<file path="config.mk">
export PLATFORM = sky130hd
export DESIGN_NAME = rect_fill_writer
export DESIGN_NICKNAME = d
export VERILOG_FILES = /design/src/rtl/bocks_pkg.sv /design/src/rtl/rect_clip.sv /design/src/rtl/rect_fill_writer.sv
export SDC_FILE = /design/constraint.sdc
export NUM_CORES = 1
export LEC_CHECK = 0
export CAP_MARGIN = 5
export CORE_MARGIN = 8
export CORE_UTILIZATION = 45
export CTS_CLUSTER_DIAMETER = 120
export DETAILED_ROUTE_END_ITERATION = 8
export GPL_TIMING_DRIVEN = 0
export SYNTH_ARGS = -nofsm -noshare
export SYNTH_HDL_FRONTEND = slang
export SYNTH_HIERARCHICAL = 1
export SYNTH_SLANG_ARGS = --single-unit
</file>
<file path="constraint.sdc">
create_clock -name cpu_clk -period 12.95 [get_ports cpu_clk]
set_input_delay 1.295 -clock cpu_clk [delete_from_list [all_inputs] [get_ports cpu_clk]]
set_output_delay 1.295 -clock cpu_clk [all_outputs]
set_load 0.02 [all_outputs]
</file>
<file path="src/rtl/bocks_pkg.sv">
// Shared definitions for the bocks framebuffer path: geometry defaults,
// CPU write-port widths and the rectangle-fill state encoding.
package bocks_pkg;

  localparam int DEFAULT_FB_WIDTH  = 640;
  localparam int DEFAULT_FB_HEIGHT = 480;

  localparam int CPU_ADDR_W = 32;
  localparam int CPU_DATA_W = 8;

  typedef enum logic [1:0] {
    IDLE,
    CLIP,
    RUN,
    DONE
  } fill_state_t;

endpackage

</file>
<file path="src/rtl/rect_clip.sv">
// Combinational clipper: trims a rectangle to the framebuffer and computes
// the byte address of its top-left pixel.
module rect_clip
  import bocks_pkg::*;
#(
  parameter int                    FB_WIDTH  = DEFAULT_FB_WIDTH,
  parameter int                    FB_HEIGHT = DEFAULT_FB_HEIGHT,
  parameter logic [CPU_ADDR_W-1:0] BASE_ADDR = '0
) (
  input  logic [9:0]            x0,
  input  logic [9:0]            y0,
  input  logic [10:0]           w,
  input  logic [10:0]           h,
  output logic [10:0]           cw,
  output logic [10:0]           ch,
  output logic [CPU_ADDR_W-1:0] start_addr
);

  localparam logic [10:0]           FBW    = 11'(FB_WIDTH);
  localparam logic [10:0]           FBH    = 11'(FB_HEIGHT);
  localparam logic [CPU_ADDR_W-1:0] STRIDE = CPU_ADDR_W'(FB_WIDTH);

  logic [10:0] room_x;
  logic [10:0] room_y;

  // Room is only meaningful when the origin lies inside the framebuffer.
  always_comb begin
    room_x = FBW - {1'b0, x0};
    room_y = FBH - {1'b0, y0};
    cw     = '0;
    ch     = '0;
    if ({1'b0, x0} < FBW) cw = (w < room_x) ? w : room_x;
    if ({1'b0, y0} < FBH) ch = (h < room_y) ? h : room_y;
    start_addr = BASE_ADDR + CPU_ADDR_W'(y0) * STRIDE + CPU_ADDR_W'(x0);
  end

endmodule

</file>
<file path="src/rtl/rect_fill_writer.sv">
// Fills a clipped rectangle of the framebuffer with one colour, issuing one
// byte write per accepted cycle on the vga CPU port.
module rect_fill_writer
  import bocks_pkg::*;
#(
  parameter int                    FB_WIDTH  = DEFAULT_FB_WIDTH,
  parameter int                    FB_HEIGHT = DEFAULT_FB_HEIGHT,
  parameter logic [CPU_ADDR_W-1:0] BASE_ADDR = '0
) (
  input  logic                  cpu_clk,
  input  logic                  reset,
  input  logic                  start,
  input  logic [9:0]            x0,
  input  logic [9:0]            y0,
  input  logic [10:0]           w,
  input  logic [10:0]           h,
  input  logic [CPU_DATA_W-1:0] color,
  input  logic                  wr_ready,
  output logic                  cpu_wr,
  output logic [CPU_ADDR_W-1:0] cpu_addr,
  output logic [CPU_DATA_W-1:0] cpu_data,
  output logic                  busy,
  output logic                  done
);

  localparam logic [CPU_ADDR_W-1:0] STRIDE = CPU_ADDR_W'(FB_WIDTH);

  fill_state_t           state_q, state_n;
  logic [9:0]            x0_q, x0_n, y0_q, y0_n;
  logic [10:0]           w_q, w_n, h_q, h_n;
  logic [10:0]           cw_q, cw_n, ch_q, ch_n;
  logic [10:0]           col_q, col_n, row_q, row_n;
  logic [CPU_ADDR_W-1:0] addr_q, addr_n, row_base_q, row_base_n;
  logic [CPU_DATA_W-1:0] color_q, color_n;
  logic                  wr_q, wr_n, busy_q, busy_n, done_q, done_n;

  logic [10:0]           clip_cw, clip_ch;
  logic [CPU_ADDR_W-1:0] clip_addr;
  logic                  accept;

  rect_clip #(
    .FB_WIDTH  (FB_WIDTH),
    .FB_HEIGHT (FB_HEIGHT),
    .BASE_ADDR (BASE_ADDR)
  ) u_clip (
    .x0         (x0_q),
    .y0         (y0_q),
    .w          (w_q),
    .h          (h_q),
    .cw         (clip_cw),
    .ch         (clip_ch),
    .start_addr (clip_addr)
  );

  assign accept = wr_q && wr_ready;

  always_ff @(posedge cpu_clk or posedge reset) begin
    if (reset) begin
      state_q    <= IDLE;
      x0_q       <= '0;
      y0_q       <= '0;
      w_q        <= '0;
      h_q        <= '0;
      cw_q       <= '0;
      ch_q       <= '0;
      col_q      <= '0;
      row_q      <= '0;
      addr_q     <= '0;
      row_base_q <= '0;
      color_q    <= '0;
      wr_q       <= 1'b0;
      busy_q     <= 1'b0;
      done_q     <= 1'b0;
    end else begin
      state_q    <= state_n;
      x0_q       <= x0_n;
      y0_q       <= y0_n;
      w_q        <= w_n;
      h_q        <= h_n;
      cw_q       <= cw_n;
      ch_q       <= ch_n;
      col_q      <= col_n;
      row_q      <= row_n;
      addr_q     <= addr_n;
      row_base_q <= row_base_n;
      color_q    <= color_n;
      wr_q       <= wr_n;
      busy_q     <= busy_n;
      done_q     <= done_n;
    end
  end

  // The address is not advanced past the final pixel, so cpu_addr rests on
  // the last byte written rather than one beyond the clipped region.
  always_comb begin
    state_n    = state_q;
    x0_n       = x0_q;
    y0_n       = y0_q;
    w_n        = w_q;
    h_n        = h_q;
    cw_n       = cw_q;
    ch_n       = ch_q;
    col_n      = col_q;
    row_n      = row_q;
    addr_n     = addr_q;
    row_base_n = row_base_q;
    color_n    = color_q;
    unique case (state_q)
      IDLE: begin
        if (start) begin
          x0_n    = x0;
          y0_n    = y0;
          w_n     = w;
          h_n     = h;
          color_n = color;
          state_n = CLIP;
        end
      end
      CLIP: begin
        cw_n = clip_cw;
        ch_n = clip_ch;
        if (clip_cw == '0 || clip_ch == '0) begin
          state_n = DONE;
        end else begin
          col_n      = '0;
          row_n      = '0;
          addr_n     = clip_addr;
          row_base_n = clip_addr;
          state_n    = RUN;
        end
      end
      RUN: begin
        if (accept) begin
          if (col_q == cw_q - 11'd1) begin
            if (row_q == ch_q - 11'd1) begin
              state_n = DONE;
            end else begin
              col_n      = '0;
              row_n      = row_q + 11'd1;
              row_base_n = row_base_q + STRIDE;
              addr_n     = row_base_q + STRIDE;
            end
          end else begin
            col_n  = col_q + 11'd1;
            addr_n = addr_q + 1'b1;
          end
        end
      end
      DONE:    state_n = IDLE;
      default: state_n = IDLE;
    endcase
    wr_n   = (state_n == RUN);
    busy_n = (state_n == CLIP) || (state_n == RUN);
    done_n = (state_n == DONE);
  end

  assign cpu_wr   = wr_q;
  assign cpu_addr = addr_q;
  assign cpu_data = color_q;
  assign busy     = busy_q;
  assign done     = done_q;

endmodule

</file>
**After elaboration in Yosys (flattened, before gate mapping)**

Cells that the tools add are included.

- Bits in registers: 163
- Bits of input ports: 54

- Order comparisons: 4
- $mul: 1
- Reduce and logical (&&, ||, !) cells: 10
- $add $sub $neg: 9
- Eq/ne operators: 13
- Muxes and demuxes: 27

Operators with widths:

| operator | number |
|---|---|
| $mux 32 | 6 |
| $pmux 32 s2 | 2 |
| $mux 11 | 11 |
| $pmux 11 s2 | 2 |
| $add 32x1->32 const B | 1 |
| $add 32x10->32 const B | 1 |
| $add 11x1->11 const B | 2 |
| $eq 11x11->1 | 2 |
| $logic_not 11->1 | 2 |
| $lt 11x11->1 | 2 |
| $sub 11x1->11 const B | 2 |
| $add 20x10->21 | 1 |
| $mul 10x3->13 const B | 1 |
| $sub 10x10->11 const A | 1 |
| $sub 9x10->11 const A | 1 |
| $lt 10x10->1 const B | 1 |
| $lt 10x9->1 const B | 1 |
| $eq 2x2->1 const B | 4 |
| $mux 2 | 4 |
| $ne 2x2->1 const B | 4 |
| $pmux 2 s4 | 1 |
| $reduce_and 5->1 | 1 |
| $eq 2x1->1 const B | 2 |
| $reduce_and 4->1 | 1 |
| other kinds (7) | 8 |

**Logic depth before layout (Yosys ltp)**

- Depth in word-level cells: 10
- Depth in mapped cells: 23
- Mapped depth without buffers: 20

**Modules after synthesis**

Netlist, hierarchy kept.

Modules (own cells, without submodules):

| module | area an instance (um^2) | cells each | instances |
|---|---|---|---|
| rect_fill_writer | 9,233.9 | 955 | 1 |
| rect_clip | 2,110.8 | 272 | 1 |

**Worst setup path after synthesis**

OpenSTA, ideal clock, no wires.

- Kind: flip-flop to flip-flop
- From: reg y0_q[1]
- To: reg row_base_q[21]
- Setup time: 0.099 ns
- Path slack: 8.388 ns
- Cell stages (with the launch flop): 22
- Arrival: 4.462 ns
- Period minus slack after synthesis: 4.562 ns
- Path buffers: 3
- Cell sequence: dfrtp_1 > inv_1 > ha_1 > nor3b_1 > nand2b_1 > nand4_1 > xnor2_1 > ha_1 > a21o_1 > a21o_1 > a221o_1 > a31oi_1 > buf_4 > mux2_2 > nor4_1 > nand3_1 > and3_1 > clkbuf_1 > nand2_1 > clkbuf_1 > o32ai_1 > a311oi_1

- Word-level cells in the longest chain between the ends: 8

RTL lines:

| item | line | RTL |
|---|---|---|
| from (decl) | rect_fill_writer.sv:29 | `logic [9:0] x0_q, x0_n, y0_q, y0_n;` |
| from (signal assigned) | rect_fill_writer.sv:77 | `y0_q <= y0_n;` |
| $sub 9x10->11 | rect_clip.sv:29 | `room_y = FBH - {1'b0, y0};` |
| $lt 11x11->1 | rect_clip.sv:33 | `if ({1'b0, y0} < FBH) ch = (h < room_y) ? h : room_y;` |
| $mux 11 | rect_clip.sv:33 |  |
| $mux 11 (*) | rect_clip.sv:33 |  |
| named net clip_ch[5] | rect_fill_writer.sv:37 | `logic [10:0] clip_cw, clip_ch;` |
| $logic_not 11->1 (*) | rect_fill_writer.sv:122 | `if (clip_cw == '0 \|\| clip_ch == '0) begin` |
| $logic_or 1x1->1 (*) | rect_fill_writer.sv:122 |  |
| $ne 2x2->1 (no source line) (*) | - |  |
| $reduce_and 5->1 (no source line) (*) | - |  |
| to (signal assigned) | rect_fill_writer.sv:85 | `row_base_q <= row_base_n;` |
| to (decl) | rect_fill_writer.sv:33 | `logic [CPU_ADDR_W-1:0] addr_q, addr_n, row_base_q, row_base_n;` |

The timed path passes the listed nets; every way through them passes the cells marked *.
A chain may end at the register's enable or synchronous reset.

**Worst setup path after layout**

- From: reg y0_q[0]
- To: reg row_base_q[21]

The elaborated chain is that of the path after synthesis.

==> parameters.txt <==
Parameter                              Value

Floorplanning
  Core Area ... 25000 um2
  Total Die Area ... ~30000 um2
  Initial standard-cell utilization of the core ... a little under half
  Die span in y ... 175 um
  Number of cell rows ... 58
  Die extent in x ... between 150 and 200 um
  Count of boundary I/O pins ... 97

Routing
  Final routed wire length divided by cell count ... 20.1 um
  Post-Route WL ... 34100 um
  Via density ... about 5.9
  DRC violation total after the first TritonRoute iteration ... slightly above 900
  Routed wl met3 ... a little over 2000 um
  Initial DRT Pass Iterations ... 6
  Met2 wire length ... between 15000 and 20000 um
  Vias ... ~9900
  Final ANT Viol Nets ... 0
  Post-Route M1 WL ... between 15000 and 20000 um
  Residual DRC ... 0
  Highest layer used for signal routing ... met4

Yosys
  Yosys synthesis warning count ... 6
  Avg Cell Area, Syn ... 9.25 um2
  Synth top cells by count ... 163 x sky130_fd_sc_hd__dfrtp_1, 100 x sky130_fd_sc_hd__nand2_1, 74 x sky130_fd_sc_hd__mux2_2, 72 x sky130_fd_sc_hd__nor2_1, 69 x sky130_fd_sc_hd__o21ai_0
  Synth top area cells ... sky130_fd_sc_hd__dfrtp_1 36%, sky130_fd_sc_hd__mux2_2 7.3%, sky130_fd_sc_hd__ha_1 5.7%
  Complex-gate fraction of the synthesized area ... 18.9%
  Count of unique library cells instantiated by Yosys ... just over 80
  Most frequent cell after synthesis ... sky130_fd_sc_hd__dfrtp_1
  Post-synth EDFFs ... 0
  Adder and majority cell fraction of the synthesized area ... between 6 and 7%
  Post-synth design cell area ... 11300 um2
  Synth Flop Type ... sky130_fd_sc_hd__dfrtp_1
  Flops & latches, synth ... roughly 160
  Synthesized instance count ... between 1000 and 1500
  Portion of netlist area occupied by mux cells ... under 10%
  Simple logic cell fraction of the synthesized area ... a little under a fifth
  Share of flip-flops with an asynchronous set or reset ... 100%
  Post-synth top area cell ... sky130_fd_sc_hd__dfrtp_1
  Proportion of netlist area held by the largest area contributor ... a little over a third
  XOR/XNOR share of the synthesized area ... about 6.8%
  Portion of the post-synthesis area used by sequential elements ... between 30% and 40%
  Largest family of logic cells by synthesized area ... compound AO/OA/AOI/OAI gates

Critical path
  Crit Path Max Fanout ... 10
  CP peak stage delay ... about 0.56 ns
  Worst Path Class, Setup ... reg -> reg
  Crit path max-delay cell type ... sky130_fd_sc_hd__clkbuf_1
  Required time of the critical path ... about 13 ns
  Ordered list of cells on the worst path ... inv_1, ha_1, nor3b_1, nand2b_1, nand4_1, xnor2_1, ha_1, a21o_1, a21o_1, a221o_1, a31oi_1, buf_4, mux2_2, nor4_1, nand3_1, and3_1, clkbuf_1, nand2_1, clkbuf_1, o32ai_1, a311oi_1
  Critical path capture point type ... register
  Crit path buffers/inverters ... 4
  Data arrival time at the worst-slack endpoint ... between 6 and 7 ns
  Worst path top cell family by delay ... simple AND/OR/NAND/NOR gates
  Nature of the critical path startpoint ... register

Power and ir drop
  PD cells ... between 80 and 90 nW/um2
  Lkg Pwr ... roughly 6 nW
  Worst VDD drop ... just over 0.00005 V

Global routing
  Maximum number of pins on one net before global-route repair ... between 80 and 90
  Global route overflow ... 0
  Total global-route track usage ... between 20% and 30%
  Antenna violations before repair ... 0
  Number of global-route vias before repair ... around 9700
  First-pass GRT wire length ... approximately 55000 um

Status
  Run status ... complete, no violations

Timing
  Setup repair after global routing missed its margin ... no
  Final setup violating endpoints ... 0
  Relative slew slack ... a little under half
  Fin worst setup slack ... approximately 7.1 ns
  Worst-Margin Slew ... between 0.8 and 0.9 ns
  Max frequency ... 170 MHz
  Final Hold Fails ... 0
  Fin crit share ... approximately 46%
  Post-route clock skew ... approximately 0.011 ns
  Final critical-path required period ... about 6 ns
  Number of pins exceeding their max-slew limit in the final report ... 0
  Sum Neg Setup Slack ... 0 ns

CTS
  Clock insertion delay at the later pin of the skew report ... 0.43 ns
  Clock buffers created by TritonCTS ... 17
  Sink Count ... approximately 160
  Setup repair bufs after CTS ... 0
  Clock root cell ... sky130_fd_sc_hd__clkbuf_16
  Clock tree from TritonCTS ... built
  Clock slew seen by the registers of the worst setup and hold paths ... 0.07 ns
  Clock buffer depth ... 2
  Count of instances resized after the clock tree is built ... 0
  Post-CTS Hold Fix Bufs ... 0
  CTS H-tree depth ... 4

Place
  Placer's final routability congestion estimate ... between 0.9 and 1
  Number of buffer cells added on primary ports ... between 90 and 100
  Dpl hpwl ... 25400 um
  Total instance count after detailed placement ... approximately 1700
  Post-Place Worst Slack ... between 7 and 8 ns

Final layout
  Final Instance Count excl. Fillers ... 1697
  Layout-stage area growth over the synthesis result ... 18.0%
  Layout filler cell count ... between 2000 and 2500
  Number of antenna cells inserted ... 0
  Fraction of final layout cells with drive strength greater than 1 ... 13.5%
  Fin util ... between 50 and 60%
  Number of nets in the layout ... 1462

Min path
  Class of the tightest hold or removal check ... reg -> reg

Flow run
  Reported max-cap violation count ... 0
-- worst paths after layout --
check,startpoint,endpoint,slack [ns],depth (start not counted)
min in group asynchronous,reset,col_q[3],1.32,2
min,row_base_q[2],row_base_q[2],0.49,2
max in group asynchronous,reset,row_base_q[20],10.79,3
max,y0_q[0],row_base_q[21],7.06,21
max reg2reg,y0_q[0],row_base_q[21],7.06,21
min reg2reg,row_base_q[2],row_base_q[2],0.49,2
-- cell families (layout without fill, tap and decap cells) --
kind of cell | after synthesis | in the layout
compound gates | 311 | 311
simple gates | 399 | 399
xor+xnor | 87 | 87
buf+inv | 129 | 258
mux | 83 | 83
other cells | 1 | 12
flops | 163 | 163
fa+ha+maj | 54 | 54
-- area by class of cell --
type	instances	area [um2]	share of cell area, %
clock buffer	18	439	3.28
buffer	91	458	3.42
sequential	163	4080	30.5
inverter	38	150	1.12
multi-input combinational	946	6710	50.1
timing repair buffer	97	988	7.38
tap	330	413	3.08
clock inverter	14	153	1.14
-- worst reg2reg max path, cell delays in order, from the launching register on --
cell	delay (ns)
sky130_fd_sc_hd__dfrtp_1	0.50
sky130_fd_sc_hd__inv_1	0.10
sky130_fd_sc_hd__ha_1	0.18
sky130_fd_sc_hd__nor3b_1	0.30
sky130_fd_sc_hd__nand2b_1	0.18
sky130_fd_sc_hd__nand4_1	0.14
sky130_fd_sc_hd__xnor2_1	0.17
sky130_fd_sc_hd__ha_1	0.29
sky130_fd_sc_hd__a21o_1	0.16
sky130_fd_sc_hd__a21o_1	0.18
sky130_fd_sc_hd__a221o_1	0.34
sky130_fd_sc_hd__a31oi_1	0.24
sky130_fd_sc_hd__buf_4	0.25
sky130_fd_sc_hd__mux2_2	0.39
sky130_fd_sc_hd__nor4_1	0.36
sky130_fd_sc_hd__nand3_1	0.24
sky130_fd_sc_hd__and3_1	0.21
sky130_fd_sc_hd__clkbuf_1	0.25
sky130_fd_sc_hd__nand2_1	0.32
sky130_fd_sc_hd__clkbuf_1	0.56
sky130_fd_sc_hd__o32ai_1	0.19
sky130_fd_sc_hd__a311oi_1	0.23
-- state kept, by name, summed over array words and instances (netlist names), 2 cells and up --
name        count
h_q            11
x0_q           10
cpu_data        8
w_q            11
col_q          11
y0_q           10
cw_q           11
ch_q           11
state_q         2
row_q          11
row_base_q     32
cpu_addr       32
-- power breakdown --
| part | leakage [nW] | switching, W | internal, W | total [W] |
|---|---|---|---|---|
| registers | 2.15 | 0.0000231 | 0.000525 | 0.000548 |
| clock network | 0.285 | 0.000231 | 0.000292 | 0.000523 |
| logic | 3.61 | 0.0000645 | 0.0000623 | 0.000127 |
-- metrics by stage --
stage | total power [W] | hold slack [ns] | cell area, um2
floorplan | 0.000625 | 0.449 | 11400
global placement | 0.000681 | 0.461 | 12800
detailed placement | 0.000685 | 0.471 | 12800
CTS | 0.00120 | 0.488 | 13400
global route | 0.00124 | 0.513 | 13400
finish | 0.00120 | 0.486 | 13400
-- layout by cell type, fill, tap and decap left out, types with 9 or more instances in the layout --
cell / netlist / layout
sky130_fd_sc_hd__a211o_1: 11 / 11
sky130_fd_sc_hd__a211oi_1: 14 / 14
sky130_fd_sc_hd__a21o_1: 14 / 14
sky130_fd_sc_hd__a21oi_1: 64 / 64
sky130_fd_sc_hd__a311oi_1: 13 / 13
sky130_fd_sc_hd__a31oi_1: 16 / 16
sky130_fd_sc_hd__and2_1: 9 / 9
sky130_fd_sc_hd__and3_1: 22 / 22
sky130_fd_sc_hd__buf_2: 21 / 21
sky130_fd_sc_hd__buf_4: 22 / 22
sky130_fd_sc_hd__clkbuf_1: 39 / 39
sky130_fd_sc_hd__clkbuf_16: 0 / 17
sky130_fd_sc_hd__clkdlybuf4s50_1: 0 / 96
sky130_fd_sc_hd__conb_1: 1 / 12
sky130_fd_sc_hd__dfrtp_1: 163 / 163
sky130_fd_sc_hd__ha_1: 52 / 52
sky130_fd_sc_hd__inv_1: 38 / 37
sky130_fd_sc_hd__mux2_2: 74 / 74
sky130_fd_sc_hd__mux2i_1: 9 / 9
sky130_fd_sc_hd__nand2_1: 100 / 100
sky130_fd_sc_hd__nand2b_1: 9 / 9
sky130_fd_sc_hd__nand3_1: 46 / 46
sky130_fd_sc_hd__nand4_1: 20 / 20
sky130_fd_sc_hd__nor2_1: 72 / 72
sky130_fd_sc_hd__nor2b_1: 19 / 19
sky130_fd_sc_hd__nor3_1: 20 / 20
sky130_fd_sc_hd__nor4_1: 13 / 13
sky130_fd_sc_hd__o211ai_1: 15 / 15
sky130_fd_sc_hd__o21ai_0: 69 / 69
sky130_fd_sc_hd__or3_1: 10 / 10
sky130_fd_sc_hd__or4_1: 10 / 10
sky130_fd_sc_hd__xnor2_1: 44 / 44
sky130_fd_sc_hd__xor2_1: 42 / 42
-- layer usage --
layer | track usage, % | up-vias
met5 | 0 | -
met4 | 7.14 | 0
met3 | 3.86 | 54
met2 | 35.3 | 318
met1 | 30.5 | 4821
li1 | - | 4741
No activity file was read; power rests on OpenSTA's default activity.
